[src/rtl/f8_pkg.sv]
// Shared widths, FSM state type and address helper for the f8 instruction-fetch path.
package f8_pkg;

    localparam int ADDR_W      = 16;
    localparam int IFETCH_W    = 24;
    localparam int WIN_W       = 32;
    localparam int FETCH_BYTES = IFETCH_W / 8;
    localparam int WIN_BYTES   = WIN_W / 8;

    typedef enum logic [1:0] {
        IFQ_IDLE,
        IFQ_WAIT,
        IFQ_DROP
    } ifq_state_t;

    // Address following a completed 3-byte fetch; wraps mod 2^16.
    function automatic logic [ADDR_W-1:0] next_fetch_addr(input logic [ADDR_W-1:0] addr);
        return addr + ADDR_W'(FETCH_BYTES);
    endfunction

endpackage

[src/rtl/byte_ring.sv]
// DEPTH-byte circular buffer: 3-byte write port at tail, 4-byte read window at head.
module byte_ring
    import f8_pkg::*;
#(
    parameter int DEPTH = 8,
    localparam int PW   = $clog2(DEPTH),
    localparam int CW   = PW + 1
) (
    input  logic                clk,
    input  logic                reset,
    input  logic                flush,
    input  logic                wr_en,
    input  logic [IFETCH_W-1:0] wr_data,
    input  logic [2:0]          rd_cnt,
    output logic [WIN_W-1:0]    window,
    output logic [CW-1:0]       count
);

    logic [7:0]    mem [DEPTH];
    logic [PW-1:0] head;
    logic [PW-1:0] tail;
    logic [CW-1:0] count_q;

    always_ff @(posedge clk or posedge reset) begin
        if (reset) begin
            head    <= '0;
            tail    <= '0;
            count_q <= '0;
        end else if (flush) begin
            // NOTE: non-blocking assignments so every register samples pre-edge values.
            head    <= tail;
            count_q <= '0;
        end else begin
            head    <= head + PW'(rd_cnt);
            if (wr_en) begin
                tail <= tail + PW'(FETCH_BYTES);
            end
            count_q <= count_q - CW'(rd_cnt) + (wr_en ? CW'(FETCH_BYTES) : '0);
        end
    end

    // NOTE: storage is not reset; occupancy lives in count_q and stale slots are masked below.
    always_ff @(posedge clk) begin
        if (wr_en && !flush) begin
            for (int k = 0; k < FETCH_BYTES; k++) begin
                mem[tail + PW'(k)] <= wr_data[8*k +: 8];
            end
        end
    end

    always_comb begin
        // NOTE: default first so every bit is assigned on every path and no latch is inferred.
        window = '0;
        for (int k = 0; k < WIN_BYTES; k++) begin
            if (CW'(k) < count_q) begin
                window[8*k +: 8] = mem[head + PW'(k)];
            end
        end
    end

    assign count = count_q;

endmodule

[src/rtl/ifetch_queue.sv]
// Instruction prefetch byte queue: issues 24-bit fetches and feeds a 4-byte window to the decoder.
module ifetch_queue
    import f8_pkg::*;
#(
    parameter int                DEPTH    = 8,
    parameter logic [ADDR_W-1:0] RESET_PC = 16'h0000
) (
    input  logic                clk,
    input  logic                reset,
    output logic [ADDR_W-1:0]   iread_addr,
    input  logic [IFETCH_W-1:0] iread_data,
    input  logic                iread_valid,
    output logic [WIN_W-1:0]    ibytes,
    output logic [3:0]          ibytes_avail,
    output logic [ADDR_W-1:0]   ipc,
    input  logic [2:0]          consume,
    input  logic                redirect,
    input  logic [ADDR_W-1:0]   redirect_pc
);

    localparam int PW = $clog2(DEPTH);
    localparam int CW = PW + 1;

    ifq_state_t        state;
    ifq_state_t        state_next;
    logic [ADDR_W-1:0] fetch_addr;
    logic [CW-1:0]     count;
    logic [CW-1:0]     left;
    logic [CW-1:0]     free;
    logic [2:0]        take;
    logic              accept;

    // Decoder may not retire more than the window width or more than is queued.
    always_comb begin
        take = (consume > 3'd4) ? 3'd4 : consume;
        if (CW'(take) > count) begin
            take = count[2:0];
        end
    end

    always_comb begin
        left = count - CW'(take);
        free = CW'(DEPTH) - left;
    end

    assign accept = (state == IFQ_WAIT) && iread_valid && !redirect;

    // A response lands behind the bytes left after this cycle's consume, so staying in
    // WAIT needs room for this response plus the next one.
    always_comb begin
        state_next = state;
        if (redirect) begin
            state_next = (state == IFQ_IDLE) ? IFQ_IDLE : IFQ_DROP;
        end else begin
            case (state)
                IFQ_IDLE: begin
                    if (free >= CW'(FETCH_BYTES)) begin
                        state_next = IFQ_WAIT;
                    end
                end
                IFQ_WAIT: begin
                    if (iread_valid) begin
                        state_next = (free >= CW'(2 * FETCH_BYTES)) ? IFQ_WAIT : IFQ_IDLE;
                    end
                end
                IFQ_DROP: begin
                    if (iread_valid) begin
                        state_next = IFQ_IDLE;
                    end
                end
                default: state_next = IFQ_IDLE;
            endcase
        end
    end

    always_ff @(posedge clk or posedge reset) begin
        if (reset) begin
            state      <= IFQ_IDLE;
            fetch_addr <= RESET_PC;
            ipc        <= RESET_PC;
        end else begin
            state <= state_next;
            if (redirect) begin
                fetch_addr <= redirect_pc;
                ipc        <= redirect_pc;
            end else begin
                if (accept) begin
                    fetch_addr <= next_fetch_addr(fetch_addr);
                end
                ipc <= ipc + ADDR_W'(take);
            end
        end
    end

    byte_ring #(
        .DEPTH (DEPTH)
    ) u_ring (
        .clk     (clk),
        .reset   (reset),
        .flush   (redirect),
        .wr_en   (accept),
        .wr_data (iread_data),
        .rd_cnt  (redirect ? 3'd0 : take),
        .window  (ibytes),
        .count   (count)
    );

    assign iread_addr   = fetch_addr;
    assign ibytes_avail = 4'(count);

endmodule

[config.mk]
export PLATFORM = sky130hd
export DESIGN_NAME = ifetch_queue
export DESIGN_NICKNAME = d
export VERILOG_FILES = /design/src/rtl/f8_pkg.sv /design/src/rtl/byte_ring.sv /design/src/rtl/ifetch_queue.sv
export SDC_FILE = /design/constraint.sdc
export NUM_CORES = 1
export LEC_CHECK = 0
export CORE_AREA = 10 10 156 158
export CTS_BUF_LIST = sky130_fd_sc_hd__clkbuf_8
export DETAILED_ROUTE_END_ITERATION = 8
export DIE_AREA = 0 0 166 168
export GPL_TIMING_DRIVEN = 1
export PLACE_DENSITY = 0.58
export SYNTH_ARGS = -nofsm -noshare
export SYNTH_HDL_FRONTEND = slang
export SYNTH_HIERARCHICAL = 1
export SYNTH_SLANG_ARGS = --single-unit
[constraint.sdc]
create_clock -name clk -period 8 [get_ports clk]
set_input_delay 1.6 -clock clk [delete_from_list [all_inputs] [get_ports clk]]
set_output_delay 1.6 -clock clk [all_outputs]
set_load 0.03 [all_outputs]
Word-level counts from Yosys, hierarchy flattened. Memories as Yosys holds them, arrays and structs flattened. Cells that the tools add are included.

Mux-type cells: 22. Eq/ne operators: 5. Divide/modulo/power cells: 0. Multiply operators: 0. Reductions and logical operators: 8. Magnitude comparators: 8. Bitwise operators: 1. Add/subtract/negate cells: 13. Shift-type cells: 0.

Operator list (number): two-way mux 16 bit (3); two-way mux 8 bit (4); adder 16 x 2 -> 16 bit, second input constant (1); adder 16 x 3 -> 16 bit (1); adder 3 x 2 -> 3 bit, second input constant (4); two-way mux 2 bit (6); two-way mux 3 bit (4); < comparator 1 x 4 -> 1 bit, first input constant (2); < comparator 2 x 4 -> 1 bit, first input constant (2); subtractor 4 x 3 -> 4 bit (2); adder 3 x 1 -> 3 bit, second input constant (2); inequality test 3 bit, second input constant (2); case mux 2 bit (3 select lines) (1); adder 4 bit (1); >= comparator 4 x 2 -> 1 bit, second input constant (1); >= comparator 4 x 3 -> 1 bit, second input constant (1); greater-than comparator 3 x 4 -> 1 bit (1); two-way mux 4 bit (1); subtractor 4 bit, first input constant (1); adder 3 bit (1); greater-than comparator 3 bit, second input constant (1); logical AND 1 bit (3); two-way mux 1 bit (3); inequality test 3 x 2 -> 1 bit, second input constant (1); 8 further kinds (8).

Input port bits: 47. Flip-flop bits (word level): 44. Memory bits (writable): 64. Logic and storage cells: 64. Bits in latches: 0. Memories: 1. Output and inout bits: 68. Memory bits (read-only): 0.

Memory list: u_ring.mem (words 8, bits a word 8, rd ports 4, clocked after Yosys merged registers in 0, write ports 3, line byte_ring.sv:19) `logic [7:0] mem [DEPTH];`.

Longest topological paths before layout. Gate-level depths: netlist of run 1.

Depth after elaboration: 11. Mapped depth: 15. Depth with buffers taken out: 14.

Cells and area by module. Netlist of run 1, hierarchy kept.

Modules (own cells, without submodules): byte_ring (area each 5993.2 µm², cells an instance 623, instances 1); ifetch_queue (area each 2373.5 µm², cells an instance 231, instances 1).

Least setup slack after synthesis of run 1. No wires, ideal clock.

Kind: in2reg. From: in consume[1]. To: reg ipc[6]. Setup slack: 3.560 ns. Library setup time: 0.125 ns. Required time: 7.875 ns. Arrival time: 4.315 ns. Cell stages on the path: 13. Path through: nor2b_1 ha_1 nor2b_1 o21a_1 o21a_1 buf_2 mux2_2 ha_1 fa_1 a21oi_2 nor2_1 xor2_1 mux2_2.

Word-level cells in the longest chain between the ends: 6.

Ends and longest elaborated chain: from (decl) (line ifetch_queue.sv:16) `input logic [2:0] consume,`; greater-than comparator 3 bit (line ifetch_queue.sv:35) `take = (consume > 3'd4) ? 3'd4 : consume;`; two-way mux 3 bit (*) (line ifetch_queue.sv:35); greater-than comparator 3 x 4 -> 1 bit (line ifetch_queue.sv:36) `if (CW'(take) > count) begin`; two-way mux 3 bit (*) (line ifetch_queue.sv:36); adder 16 x 3 -> 16 bit (*) (line ifetch_queue.sv:90) `ipc <= ipc + ADDR_W'(take);`; two-way mux 16 bit (*) (line ifetch_queue.sv:83) `if (redirect) begin`; to (signal assigned) (line ifetch_queue.sv:85) `ipc <= redirect_pc;`; to (signal assigned) (line ifetch_queue.sv:90); to (decl) (line ifetch_queue.sv:15) `output logic [ADDR_W-1:0] ipc,`.

Mark *: on every way between the ends. The rest lies on a longest branch, timed or not. A chain may end at the register's enable or synchronous reset.

Final worst setup path of run 1.
From: reg u_ring.head[0]. To: out ibytes[14].

Word-level cells in the longest chain between the ends: 3.

Ends and longest elaborated chain: from (decl) (line byte_ring.sv:20) `logic [PW-1:0] head;`; from (signal assigned) (line byte_ring.sv:31) `head <= tail;`; from (signal assigned) (line byte_ring.sv:34) `head <= head + PW'(rd_cnt);`; adder 3 x 1 -> 3 bit (line byte_ring.sv:56) `window[8*k +: 8] = mem[head + PW'(k)];`; memory read (8 x 8 bit); two-way mux 8 bit (line byte_ring.sv:55) `if (CW'(k) < count_q) begin`; to (decl) (line ifetch_queue.sv:13) `output logic [WIN_W-1:0] ibytes,`.

No other way between the ends.

==> results of run 1 <==
[layout make-up]
| cell class | count | area, um^2 |
|---|---|---|
| Sequential cell | 108 | 3027 |
| Multi-Input combinational cell | 642 | 4832 |
| Inverter | 27 | 103.9 |
| Tap cell | 280 | 350.3 |
| Fill cell | 2037 | 11690 |
| Timing Repair Buffer | 121 | 1194 |
| Clock buffer | 9 | 123.9 |
| Clock inverter | 7 | 100.1 |
[path summary, 6_finish.rpt]
path                                        endpoint  slack, ns  cells after the start                       from
min in group asynchronous  u_ring/count[1]$_DFF_PP0_       1.58                      2                      reset
min reg2reg                     state[0]$_DFFE_PP0P_       0.48                      1       state[1]$_DFFE_PP0P_
max                                       ibytes[14]       2.59                      7   u_ring/head[0]$_DFF_PP0_
max reg2reg                         ipc[6]$_DFF_PP0_       4.44                     12  u_ring/count[1]$_DFF_PP0_
max in group asynchronous  iread_addr[1]$_DFFE_PP0P_       6.00                      3                      reset
min                             state[0]$_DFFE_PP0P_       0.48                      1       state[1]$_DFFE_PP0P_
[through the flow]
step                worst slack [ns]  area [um^2]  hold WS, ns  utilization [%]  cells
global placement               2.769         9507       0.4469            44.39   1178
floorplan                      3.560         8367       0.4286                -    854
detailed placement             2.722         9507       0.4627            44.39   1178
global route                   2.337         9731       0.5071            45.43   1194
finish                         2.592         9731       0.4843            45.43   1194
CTS                            2.525         9731       0.4822            45.43   1194
[logic make-up (layout without fill, tap and decap cells)]
kind of cell	count (synthesis)	after routing	synth area share, %
compound gates	176	176	13.40
simple gates	279	279	16.05
fa+ha+maj	25	25	4.187
flops	108	108	36.13
mux	125	125	20.10
xor+xnor	37	37	3.963
buf+inv	104	164	6.176
[flip-flops by register name (all words and copies together) (netlist names)]
name          cells
u_ring/mem       64
ipc              16
iread_addr       16
u_ring/count      4
u_ring/head       3
u_ring/tail       3
state             2
[report_power, final]
part | internal (uW) | leakage [uW] | switching [uW]
Combinational | 872 | 0.00262 | 1140
Sequential | 661 | 0.00110 | 188
Clock | 155 | 0.000112 | 218
Total | 1690 | 0.00384 | 1540
[routing by layer]
layer	share of wire (%)	routed length (um)	track usage, %	vias to the layer above
met5	0	0	0	-
li1	-	-	-	3220
met4	1.6	424	4.468	0
met2	46	12010	28.76	259
met3	5.8	1504	3.003	25
met1	46	11940	24.76	3316
[worst max-delay path, stage by stage, from the launching register on]
cell	delay (ns)
dfrtp_4	1.12
inv_1	0.11
ha_1	0.32
buf_4	0.42
mux4_2	0.31
nand2_1	0.06
a21oi_1	0.32
clkdlybuf4s50_1	0.74
[cells in the mapped netlist, types with 6 or more instances]
master | n | area share, %
dfrtp_1 | 44 | 13
nand3_1 | 10 | 0.60
nor2_1 | 66 | 3.0
xor2_1 | 21 | 2.2
a211oi_1 | 7 | 0.63
inv_1 | 25 | 1.1
o21ai_0 | 30 | 1.8
buf_6 | 8 | 1.1
buf_4 | 6 | 0.54
mux2i_1 | 69 | 8.3
nand2_1 | 135 | 6.1
clkbuf_1 | 29 | 1.3
buf_2 | 32 | 1.9
a21oi_1 | 40 | 2.4
mux4_2 | 32 | 8.6
o21a_1 | 18 | 1.6
ha_1 | 20 | 3.0
nor2b_1 | 6 | 0.45
nand4_1 | 8 | 0.60
a31oi_1 | 33 | 2.5
xnor2_1 | 15 | 1.6
mux2_2 | 24 | 3.2
nor3_1 | 12 | 0.72
o22ai_1 | 33 | 2.5
edfxtp_1 | 64 | 23
==> metrics, run 1 <==
GPL Wtd Cong just under 0.9; Mapped Cells 854; setup violators final 0; Syn Nets 926; first-pass GRT wire length 40210 um; setup_tns 0 ns; Max Cap Viol 0; Layout area overhead 16.30%; clock sink total approximately 110; setup repair bufs after CTS 0; CTS tree yes; fin. max-slew vios 0; most common cell after layout, fill and taps aside nand2_1; DR WL/cell 21.67 um; CP max FO 67; Tot GR Track Use 17.99%; CP required 6.40 ns; first-pass iteration count of the detailed router 5; synth warn 6; full die area 0.02789 mm^2; fin crit period 5.408 ns; Clock Latency Late Sink about 0.41 ns; Max Fclk 0.1849 GHz; Initial Util 39.06%; final WL around 26000 um; Crit Path Category flop to output port; Chip Height around 170 um; worst relative slew slack between 10% and 20%; sequential share of the synthesized area 36.13%; Post-synth top flop edfxtp_1; DRT antenna net count 0; Power, Total 3232 uW; crit path launch type flop; initial antenna violation count 0; clk buf depth 2; Root Driver clkbuf_8; antenna cells 0; hold buffers post-CTS 0; H-tree depth 3; DRC 0; Arr. time, crit path 3.81 ns; largest net degree at the start of global routing 68; Chip Width 166 um; Core Area around 0.021 mm^2; Avg Inst Size Synth 9.797 um^2; I/O pin total 115; Seq cells post-synth roughly 110; pwr dens roughly 330 mW/mm^2; Leakage 0.003836 uW; commonest non-fill, non-tap cells in the layout 135 x nand2_1, 114 x clkdlybuf4s50_1, 69 x mux2i_1; Worst IR Drop VDD 0.1736 mV; clock skew between 0.03 and 0.04 ns; layout cell share with drive strength beyond 1 11.16%; nets@finish around 980; vias in the first global route 6520; CP Capture Type output port; EDFF count, synth 64; Final period util ~68%; share of synthesized registers carrying an async set or reset 40.74%; Num CTS Buffers 9; status finished clean; grt ovf 0; DP HPWL slightly below 20000 um; via count 6820; Clk pin slew, worst setup/hold paths 0.10 ns; RSZ-0062 raised after global routing false; Final Hold Viols 0; vias per cell roughly 5.7; Worst-Margin Slew 1.241 ns; Syn Std Cell Area 0.008367 mm^2; IO buf count 114; post-cts gate resize count 0; 1st-iter DRT viols 874; Netlist cell types 61; Row Count 54; Hold WC Path Type flop to flop
No activity file was read; power rests on OpenSTA's default activity.
==> run 2, diff against run 1 <==
==> constraint.sdc (replaced) <==
create_clock -name clk -period 5.5 [get_ports clk]
set_input_delay 1.1 -clock clk [delete_from_list [all_inputs] [get_ports clk]]
set_output_delay 1.1 -clock clk [all_outputs]
set_load 0.03 [all_outputs]
==> run 2 against run 1 <==
Compared with the run above:
- power is 45% higher
- global-route usage rose by 0.17 points
- register-to-register slack got worse by 2.6 ns
- first-iteration DRC count fell by 9.3%
- die area unchanged
- final cell count is 0.17% higher
- utilization about the same
- clock skew fell by 0.011 ns
- hold slack worse by 0.0033 ns
- critical path depth down 3
- worst setup slack lost 1.5 ns
- count of clock-buffer cells in the layout is the same
==> metrics, run 2 (synthesis gave the netlist of run 1 again) <==
CP peak stage delay 0.74 ns; Max Used Layer met4; Tot GR Track Use 18.16%; reg-to-reg setup timing slack ~1.9 ns; setup repair bufs after CTS 0; Top reg by flops u_ring/mem; reg2reg start u_ring/count[1]$_DFF_PP0_; crit path launch type flop; Hold Path Sink state[0]$_DFFE_PP0P_; Comb power frac between 60 and 70%; Critical Path Slowest Stage Cell nor2_1; full die area 0.02789 mm^2; vias per cell 5.755; Arr. time, crit path 3.32 ns; Critical Path Start u_ring/count[3]$_DFF_PP0_; final WL about 26000 um; first-pass GRT wire length 40530 um; CP max FO 10; Chip Width 166 um; IO buf count 114; Hold Path Cell Cnt 1; Min Hold Slack 0.4810 ns; switching share of power between 40% and 50%; Worst R2R End ipc[6]$_DFF_PP0_; max reg flops 64; vias in the first global route 6512; clock network fraction of total power between 10% and 20%; H-tree depth 3; setup violators final 0; routed length on met3 1655 um; fin. max-slew vios 0; 1st-iter DRT viols 793; WL met2 ~12000 um; hold buffers post-CTS 0; met1 wire length ~12000 um; DRT antenna net count 0; Clock Latency Late Sink 0.40 ns; Max Fclk approximately 0.23 GHz; switching power 2265 uW; Int Power 2421 uW; Final period util 80.28%; commonest non-fill, non-tap cells in the layout 135 x nand2_1, 114 x clkdlybuf4s50_1, 69 x mux2i_1; placed instance count 1180; initial antenna violation count 0; I/O pin total 115; pwr dens between 400 and 500 mW/mm^2; placed cell area 0.009522 mm^2; post-cts gate resize count 0; Chip Height 168 um; nets@finish 983; clock sink total 108; DRC 0; Critical Path, Cell by Cell nor2_1 -> o21ai_0 -> o21a_1 -> clkdlybuf4s50_1; RSZ-0062 raised after global routing false; most common cell after layout, fill and taps aside nand2_1; Worst IR Drop VDD about 0.35 mV; Num CTS Buffers 9; Root Driver clkbuf_8; Leakage around 0.0038 uW; largest net degree at the start of global routing 65; Flop pwr share 24.4%; CTS tree yes; Layout area overhead 16.32%; min-delay src state[1]$_DFFE_PP0P_; Crit Path Category flop to output port; clk buf depth 2; Row Count between 50 and 60; grt ovf 0; CP Capture Type output port; first-pass iteration count of the detailed router 6; DR WL/cell 21.82 um; fin crit period 4.415 ns; setup_tns 0 ns; clock skew 0.02423 ns; layout cell share with drive strength beyond 1 11.35%; antenna cells 0; DP HPWL 19870 um; Initial Util 39.06%; Core Area 0.02142 mm^2; CP required 4.40 ns; design area slightly below 0.01 mm^2; Clk pin slew, worst setup/hold paths about 0.12 ns; Power, Total 4685 uW; Worst-Margin Slew between 1 and 1.5 ns; worst relative slew slack 16.75%; Final Hold Viols 0; non-filler instance count after layout 1196; R2R depth 12; GPL Wtd Cong 0.8778; Max Cap Viol 0; Hold WC Path Type flop to flop; status finished clean; via count 6883
run 2: cell count changes in the layout (fill, tap and decap cells not counted):
cell,delta
bufinv_16,-1
inv_6,+1
clkinv_4,-1
clkinv_8,+1
buf_4,+2
run 2: layout make-up:
type | count | area, um^2
clock buffers | 9 | 123.9
clock inverters | 7 | 86.33
fillers | 2002 | 11690
inverters | 27 | 103.9
multi-input cells | 642 | 4832
flip-flops and latches | 108 | 3027
well taps | 280 | 350.3
repair buffers | 123 | 1209
run 2: worst max path at each step:
stage	to	slack, ns
after floorplan	ipc[6]$_DFF_PP0_	1.56
after detailed placement	ipc[8]$_DFF_PP0_	0.71
final	ibytes[22]	1.08
after global placement	ipc[6]$_DFF_PP0_	0.76
after global routing	ipc[6]$_DFF_PP0_	0.89
after CTS	ibytes[22]	1.11
run 2: worst max-delay path: cells and delay by family (launching register included):
kind                   cells  cell delay, ns
DFF                        1            0.51
and+or+nand+nor            1            0.74
AOI/OAI and AO/OA          2            1.06
buffers and inverters      1            0.61
run 2: through the flow:
stage	setup slack, ns	utilization (%)
after floorplan	1.560	-
after global placement	0.7593	44.46
after detailed placement	0.7063	44.46
after CTS	1.114	45.44
after global routing	0.8922	45.44
final	1.085	45.44
run 2: routing by layer:
| layer | vias to the layer above | track usage (%) |
|---|---|---|
| li1 | 3226 | - |
| met1 | 3386 | 25.56 |
| met2 | 256 | 28.95 |
| met3 | 15 | 2.957 |
| met4 | 0 | 3.390 |
| met5 | - | 0 |
run 2: power by group through the flow:
stage	sequential [uW]	clock [uW]	combinational [uW]
after floorplan	1190	0	2050
after global placement	1160	0	3030
after detailed placement	1160	0	3030
after CTS	1140	524	3040
after global routing	1160	556	3270
final	1140	510	3030
==> run 3, diff against run 2 <==
==> constraint.sdc (replaced) <==
create_clock -name clk -period 4.49 [get_ports clk]
set_input_delay 0.898 -clock clk [delete_from_list [all_inputs] [get_ports clk]]
set_output_delay 0.898 -clock clk [all_outputs]
set_load 0.03 [all_outputs]
==> run 3 against run 2 <==
Compared with the run above:
- power rose by 24%
- final cell count rose by 1.6%
- die area did not move
- sequential share of layout area fell by 0.41 points
- via count barely moved
- register-to-register slack got worse by 0.90 ns
- critical path type is now input pin to flop
- largest cell class unchanged
==> metrics, run 3 (synthesis gave the netlist of run 1 again) <==
Hold WC Path Type flop to flop; setup violators final 0; WL met2 11950 um; Clk pin slew, worst setup/hold paths 0.12 ns; Top reg by flops u_ring/mem; Layout area overhead 17.86%; GPL Wtd Cong 0.8466; crit path launch type input pin; vias in the first global route ~6500; Root Driver clkbuf_8; CP required 4.78 ns; Tot GR Track Use 18.23%; hold buffers post-CTS 0; Num CTS Buffers 9; via count between 6000 and 7000; RSZ-0062 raised after global routing false; pwr dens 589.8 mW/mm^2; Crit Path Category input pin to flop; CTS tree yes; switching power around 2800 uW; Chip Width 166 um; full die area 0.02789 mm^2; DRT antenna net count 0; H-tree depth 3; status finished clean; clock sink total 108; IO buf count around 110; clock network fraction of total power 11.6%; R2R depth 11; Initial Util around two fifths; worst relative slew slack 30.38%; routed length on met3 1489 um; Arr. time, crit path ~4.3 ns; Comb power frac 64.4%; Hold Path Sink state[0]$_DFFE_PP0P_; Critical Path Slowest Stage Cell clkdlybuf4s50_1; most common cell after layout, fill and taps aside nand2_1; crit path buf inv count 1; Row Count 54; Leakage 0.003953 uW; reg-to-reg setup timing slack 0.98 ns; commonest non-fill, non-tap cells in the layout 135 x nand2_1, 103 x clkdlybuf4s50_1, 69 x mux2i_1; Final Hold Viols 0; Fillers 1999; fin. max-slew vios 0; DRC 0; final WL 26190 um; grt ovf 0; Int Power 3044 uW; largest net degree at the start of global routing 66; first-pass iteration count of the detailed router 5; Max Cap Viol 0; Worst R2R End ipc[6]$_DFF_PP0_; DR WL/cell 21.55 um; nets@finish 1001; min-delay src state[1]$_DFFE_PP0P_; first-pass GRT wire length ~40000 um; Max Used Layer met4; max reg flops 64; Max Fclk roughly 0.25 GHz; clock skew 0.02039 ns; CP Capture Type flop; layout cell share with drive strength beyond 1 between 10% and 20%; I/O pin total 115; Worst IR Drop VDD 0.3548 mV; CP max FO 6; met1 wire length roughly 12000 um; Flop pwr share between 20% and 30%; fin crit period 4.016 ns; Clock Latency Late Sink 0.39 ns; vias per cell roughly 5.7; 1st-iter DRT viols 814; CP delay by family, top adder cells; Chip Height 168 um; Critical Path, Cell by Cell clkdlybuf4s50_1 -> nor2b_1 -> ha_1 -> a31oi_1 -> o21a_1 -> mux2_2 -> ha_1 -> fa_1 -> a21oi_2 -> nor2_1 -> xor2_1 -> mux2_2; Power, Total around 5800 uW; clk buf depth 2; Final period util 89.44%; Hold Path Cell Cnt 1; Worst-Margin Slew ~1.0 ns; post-cts gate resize count 0; DP HPWL 19880 um; setup_tns 0 ns; switching share of power 47.66%; reg2reg start u_ring/count[1]$_DFF_PP0_; CP peak stage delay 0.45 ns; setup repair bufs after CTS 0; initial antenna violation count 1; Critical Path Start consume[1]; Core Area ~0.021 mm^2
-- run 3: changes by cell type in the layout (fill, tap and decap cells not counted), moves of 2 or more --
cell	before	now
buf_4	9	37
clkinv_8	3	1
inv_8	1	3
clkdlybuf4s50_1	114	103
inv_6	3	1
-- run 3: cell type report --
cell class | count | area (um^2) | share of cell area [%]
Inverter | 27 | 103.9 | 1.053
Multi-Input combinational cell | 642 | 4827 | 48.95
Timing Repair Buffer | 141 | 1329 | 13.48
Antenna cell | 1 | 2.502 | 0.02538
Sequential cell | 108 | 3027 | 30.69
Clock inverter | 7 | 97.59 | 0.9897
Tap cell | 280 | 350.3 | 3.553
Clock buffer | 9 | 123.9 | 1.256
-- run 3: per-stage QoR --
step / std cells / area, um^2 / setup WS (ns) / utilization [%] / hold WS, ns
after floorplan: 854 / 8367 / 0.7524 / - / 0.4286
after global routing: 1214 / 9858 / 0.2820 / 46.03 / 0.5388
after global placement: 1198 / 9637 / 0.1140 / 44.99 / 0.4666
final: 1215 / 9861 / 0.4743 / 46.04 / 0.4954
after detailed placement: 1198 / 9637 / 0.05486 / 44.99 / 0.4657
after CTS: 1214 / 9858 / 0.5035 / 46.03 / 0.4938
-- run 3: worst max path at each step --
stage / depth (start not counted) / slack (ns) / endpoint
2_1_floorplan: 13 / 0.75 / ipc[6]$_DFF_PP0_
3_3_place_gp: 12 / 0.11 / ipc[6]$_DFF_PP0_
3_5_place_dp: 12 / 0.05 / ipc[6]$_DFF_PP0_
4_1_cts: 12 / 0.50 / ipc[6]$_DFF_PP0_
5_1_grt: 12 / 0.28 / ipc[6]$_DFF_PP0_
6_report: 12 / 0.47 / ipc[6]$_DFF_PP0_
-- run 3: metal layers --
metal,global-route usage (%),vias to the layer above
li1,-,3268
met1,25.57,3365
met2,27.96,213
met3,3.097,32
met4,5.817,0
met5,0,-
-- run 3: power by group through the flow --
stage	Sequential, uW	Clock [uW]	Combinational (uW)
global placement	1420	0	3740
finish	1400	674	3740
floorplan	1460	0	2510
global route	1420	723	4030
detailed placement	1420	0	3750
CTS	1400	689	3760
==> RTL edit 1: new RTL, config.mk and constraints of run 3 <==
The 3 states of `ifq_state_t` get a one-hot encoding in 3 bits.
--- a/src/rtl/f8_pkg.sv
+++ b/src/rtl/f8_pkg.sv
@@ -7,10 +7,10 @@
     localparam int FETCH_BYTES = IFETCH_W / 8;
     localparam int WIN_BYTES   = WIN_W / 8;
 
-    typedef enum logic [1:0] {
-        IFQ_IDLE,
-        IFQ_WAIT,
-        IFQ_DROP
+    typedef enum logic [2:0] {
+        IFQ_IDLE = 3'b001,
+        IFQ_WAIT = 3'b010,
+        IFQ_DROP = 3'b100
     } ifq_state_t;
 
     // Address following a completed 3-byte fetch; wraps mod 2^16.
Formal check against the unedited RTL: same outputs for any inputs over 4 cycles, from zero or initial values and one cycle with reset high; so few cycles prove little.
==> RTL edit 1 against run 3 <==
Sequential cell count increased by 1; final area decreased by 0.43%; non-clock buffer count unchanged; total power decreased by 8.2%; area after synthesis decreased by 0.24%; setup slack got worse by 32 ps; routed wire length increased by 1.8%; hold slack improved by 56 ps; critical endpoint is now ipc[15]$_DFF_PP0_; largest power group unchanged.
==> RTL edit 1: results (changes against run 3) <==
GPL Wtd Cong 0.891 (+5.2%); Post-synth top cells nand2_1, mux2i_1, nor2_1; Routed WL 26,700 um (+1.8%); Synth Area in Compound Gates 14.7% (+1.3 points); Global Route Usage Sum 18.5% (+0.29 points); Register Area 3050 um^2 (+0.87%); pwr dens 544 nW/um^2 (-7.8%); CP startpoint consume[2]; multi-input gate count 663 (+3.3%); synth top area cells edfxtp_1, dfrtp_1, mux4_2, mux2i_1, nand2_1; clock-pin slew on the worst setup and hold paths 100 ps (-20 ps); outcome finished clean; post-synthesis cell type count 64 (+4.9%); initial antenna violation count 0 (-1); Syn Nets 947 (+2.3%); number of global-route vias before repair 6,548 (+0.061%); hpwl dp 20,500 um (+3.1%); largest stage delay on the critical path 480 ps (+30 ps); clock group total power 641 uW (-4.9%); pre-CTS WS 72.9 ps (+18.0 ps); largest net degree at the start of global routing 38 (-42%); Post-Synth XOR/XNOR Area 3.66% (-0.31 points); asr flop ratio synth 41.3% (+0.54 points); worst vdd ir 0.000288 V (-19%); Worst Skew 16.8 ps (-3.62 ps); buffer share of cell area 13.4% (-0.12 points); first-pass GRT wire length 41,100 um (+1.6%); Crit path max-delay family compound AO/OA/AOI/OAI gates
-- RTL edit 1: cell count changes in the layout (fill, tap and decap cells not counted), moves of 4 or more --
cell      change
mux2_2       -11
xor2_1       -11
xnor2_1       +8
o21ai_0       +7
a21oi_1       +6
a31oi_1       +5
o31a_1        +5
nand2_1       +4
nand2b_1      +4
or3_1         +4
-- RTL edit 1: final timing paths --
kind                                             endpoint  slack, ps  cells past startpoint
worst max-delay path                    ipc[15]$_DFF_PP0_        440                     12
worst min register to register       state[0]$_DFFE_PP1P_        550                      2
max in group asynchronous       iread_addr[3]$_DFFE_PP0P_       2810                      3
min in group asynchronous       u_ring/count[1]$_DFF_PP0_        900                      2
worst max register to register          ipc[15]$_DFF_PP0_        970                     11
worst min-delay path                 state[0]$_DFFE_PP1P_        550                      2
-- RTL edit 1: routing by layer --
metal  share of wire (%)  up-vias  track usage, %
met1                  47     3408            26.4
li1                    -     3350               -
met3                 5.6       29            2.82
met2                  45      258            28.7
met4                 1.7        0            4.62
met5                   0        -               0
==> RTL edit 2: new RTL, config.mk and constraints of run 3 <==
Without the edit above. Set the package constant `IFETCH_W` to 16 (it was 24).
--- a/src/rtl/f8_pkg.sv
+++ b/src/rtl/f8_pkg.sv
@@ -2,7 +2,7 @@
 package f8_pkg;
 
     localparam int ADDR_W      = 16;
-    localparam int IFETCH_W    = 24;
+    localparam int IFETCH_W    = 16;
     localparam int WIN_W       = 32;
     localparam int FETCH_BYTES = IFETCH_W / 8;
     localparam int WIN_BYTES   = WIN_W / 8;
Interface: changed (resized iread_data); port bits go from 115 to 107. No check against the original RTL was run, so the function may have changed too.
==> RTL edit 2 against run 3 <==
Sequential cell count down 1; combinational power down 20%; routed wire length down 29%; clock skew up 0.77 ps; area after synthesis down 21%; final area down 17%; first-iteration DRC count down 59%; total power down 15%; setup slack worse by 250 ps; non-clock buffer count down 19; critical path type is now register to primary output; critical endpoint is now ibytes[26]; largest cell class unchanged.
==> RTL edit 2: results (changes against run 3) <==
Syn Nets 637 (-31%); Non-clk bufs 122 (-13%); Register Area 3000 um^2 (-0.91%); port bufs 106 (-7.0%); synth top area cells edfxtp_1, dfrtp_1, mux2i_1, mux4_2, mux2_2; grt met3 use 4.10% (+1.0 points); Routed met3 length 1440 um (-3.4%); HP Class register to register; Vias 5,097 (-26%); R2R depth 13 (+2); nets 735 (-27%); synthesis-stage register bit count 107 (-0.93%); Rel. slew slack 39.7% (+9.3 points); GPL Wtd Cong 0.843 (-0.38%); Hold Path Sink iread_addr[0]$_DFFE_PP0P_; inverters 43 (+59%); wl on met1 8290 um (-32%); Post-synth top cells edfxtp_1, dfrtp_1, inv_1; largest stage delay on the critical path 790 ps (+340 ps); post-synthesis cell type count 58 (-4.9%); M1 GR Usage 16.2% (-9.4 points); Post-Synth XOR/XNOR Area 3.78% (-0.18 points); Post CTS Setup Buffer Count 0 (unchanged); Static Leak 0.00290 uW (-27%); hpwl dp 13,400 um (-32%); outcome finished clean; adder-cell share of the synthesized area 5.27% (+1.1 points); routed wl met2 8470 um (-29%); largest net degree at the start of global routing 67 (+1.5%); number of global-route vias before repair 5,317 (-19%); ratio of cells with drive above 1 in the final layout 13.8% (-0.38 points); R2R Path End ipc[14]$_DFF_PP0_; Worst Skew 21.2 ps (+0.772 ps); multi-input gate count 388 (-40%); Max Fanout on Critical Path 36 (+30); asr flop ratio synth 40.2% (-0.55 points); Hold Crit Start iread_addr[0]$_DFFE_PP0P_; worst vdd ir 0.000254 V (-28%); fraction of area in multi-input gates 40.2% (-8.8 points); crit path to ibytes[26]; WL per Instance 19.4 um (-10%); Synth Area in Compound Gates 14.8% (+1.4 points); register area share after synthesis 45.1% (+9.0 points); Max Used Layer met5; fillcell total 2,069 (+3.5%); DRT iter0 DRCs 334 (-59%); R2R Setup Slk 810 ps (-170 ps); first-pass GRT wire length 29,100 um (-28%); grt met2 use 20.4% (-7.6 points); Data arrival, critical path 3370 ps (-940 ps); Reg2Reg Launch Point u_ring/count[1]$_DFF_PP0_; CP startpoint u_ring/head[1]$_DFF_PP0_; initial antenna violation count 2 (+1); clk cell area share 2.44% (+0.19 points); Global Route Usage Sum 12.9% (-5.4 points); dpl cell area 8010 um^2 (-17%); buffer share of cell area 14.6% (+1.2 points); mux cell area share after synthesis 15.2% (-4.9 points); hold path cells 2 (+1); Crit path max-delay family buffers and inverters
[RTL edit 2: metrics by stage]
| step | hold slack, ps | std cells | power [uW] | util (%) | setup WS [ps] |
|---|---|---|---|---|---|
| global route | 573 | 956 | 5230 | 38.4 | 86.9 |
| detailed placement | 513 | 940 | 4320 | 37.4 | 7.90 |
| CTS | 534 | 956 | 4950 | 38.3 | 143 |
| floorplan | 481 | 573 | 3310 | - | 793 |
| finish | 532 | 957 | 4920 | 38.4 | 224 |
| global placement | 518 | 940 | 4270 | 37.4 | 171 |
[RTL edit 2: power by group]
group / internal (uW) / leakage (uW) / switching (uW)
clock: 224 / 0.000103 / 380
combinational: 1260 / 0.00171 / 1750
sequential: 1140 / 0.00108 / 167
[RTL edit 2: logic make-up (layout without fill, tap and decap cells)]
group,after synthesis,after routing
compound gates,138,138
xor+xnor,27,27
fa+ha+maj,25,25
buf+inv,78,181
flops,107,107
mux,78,78
other cells,0,1
simple gates,120,120
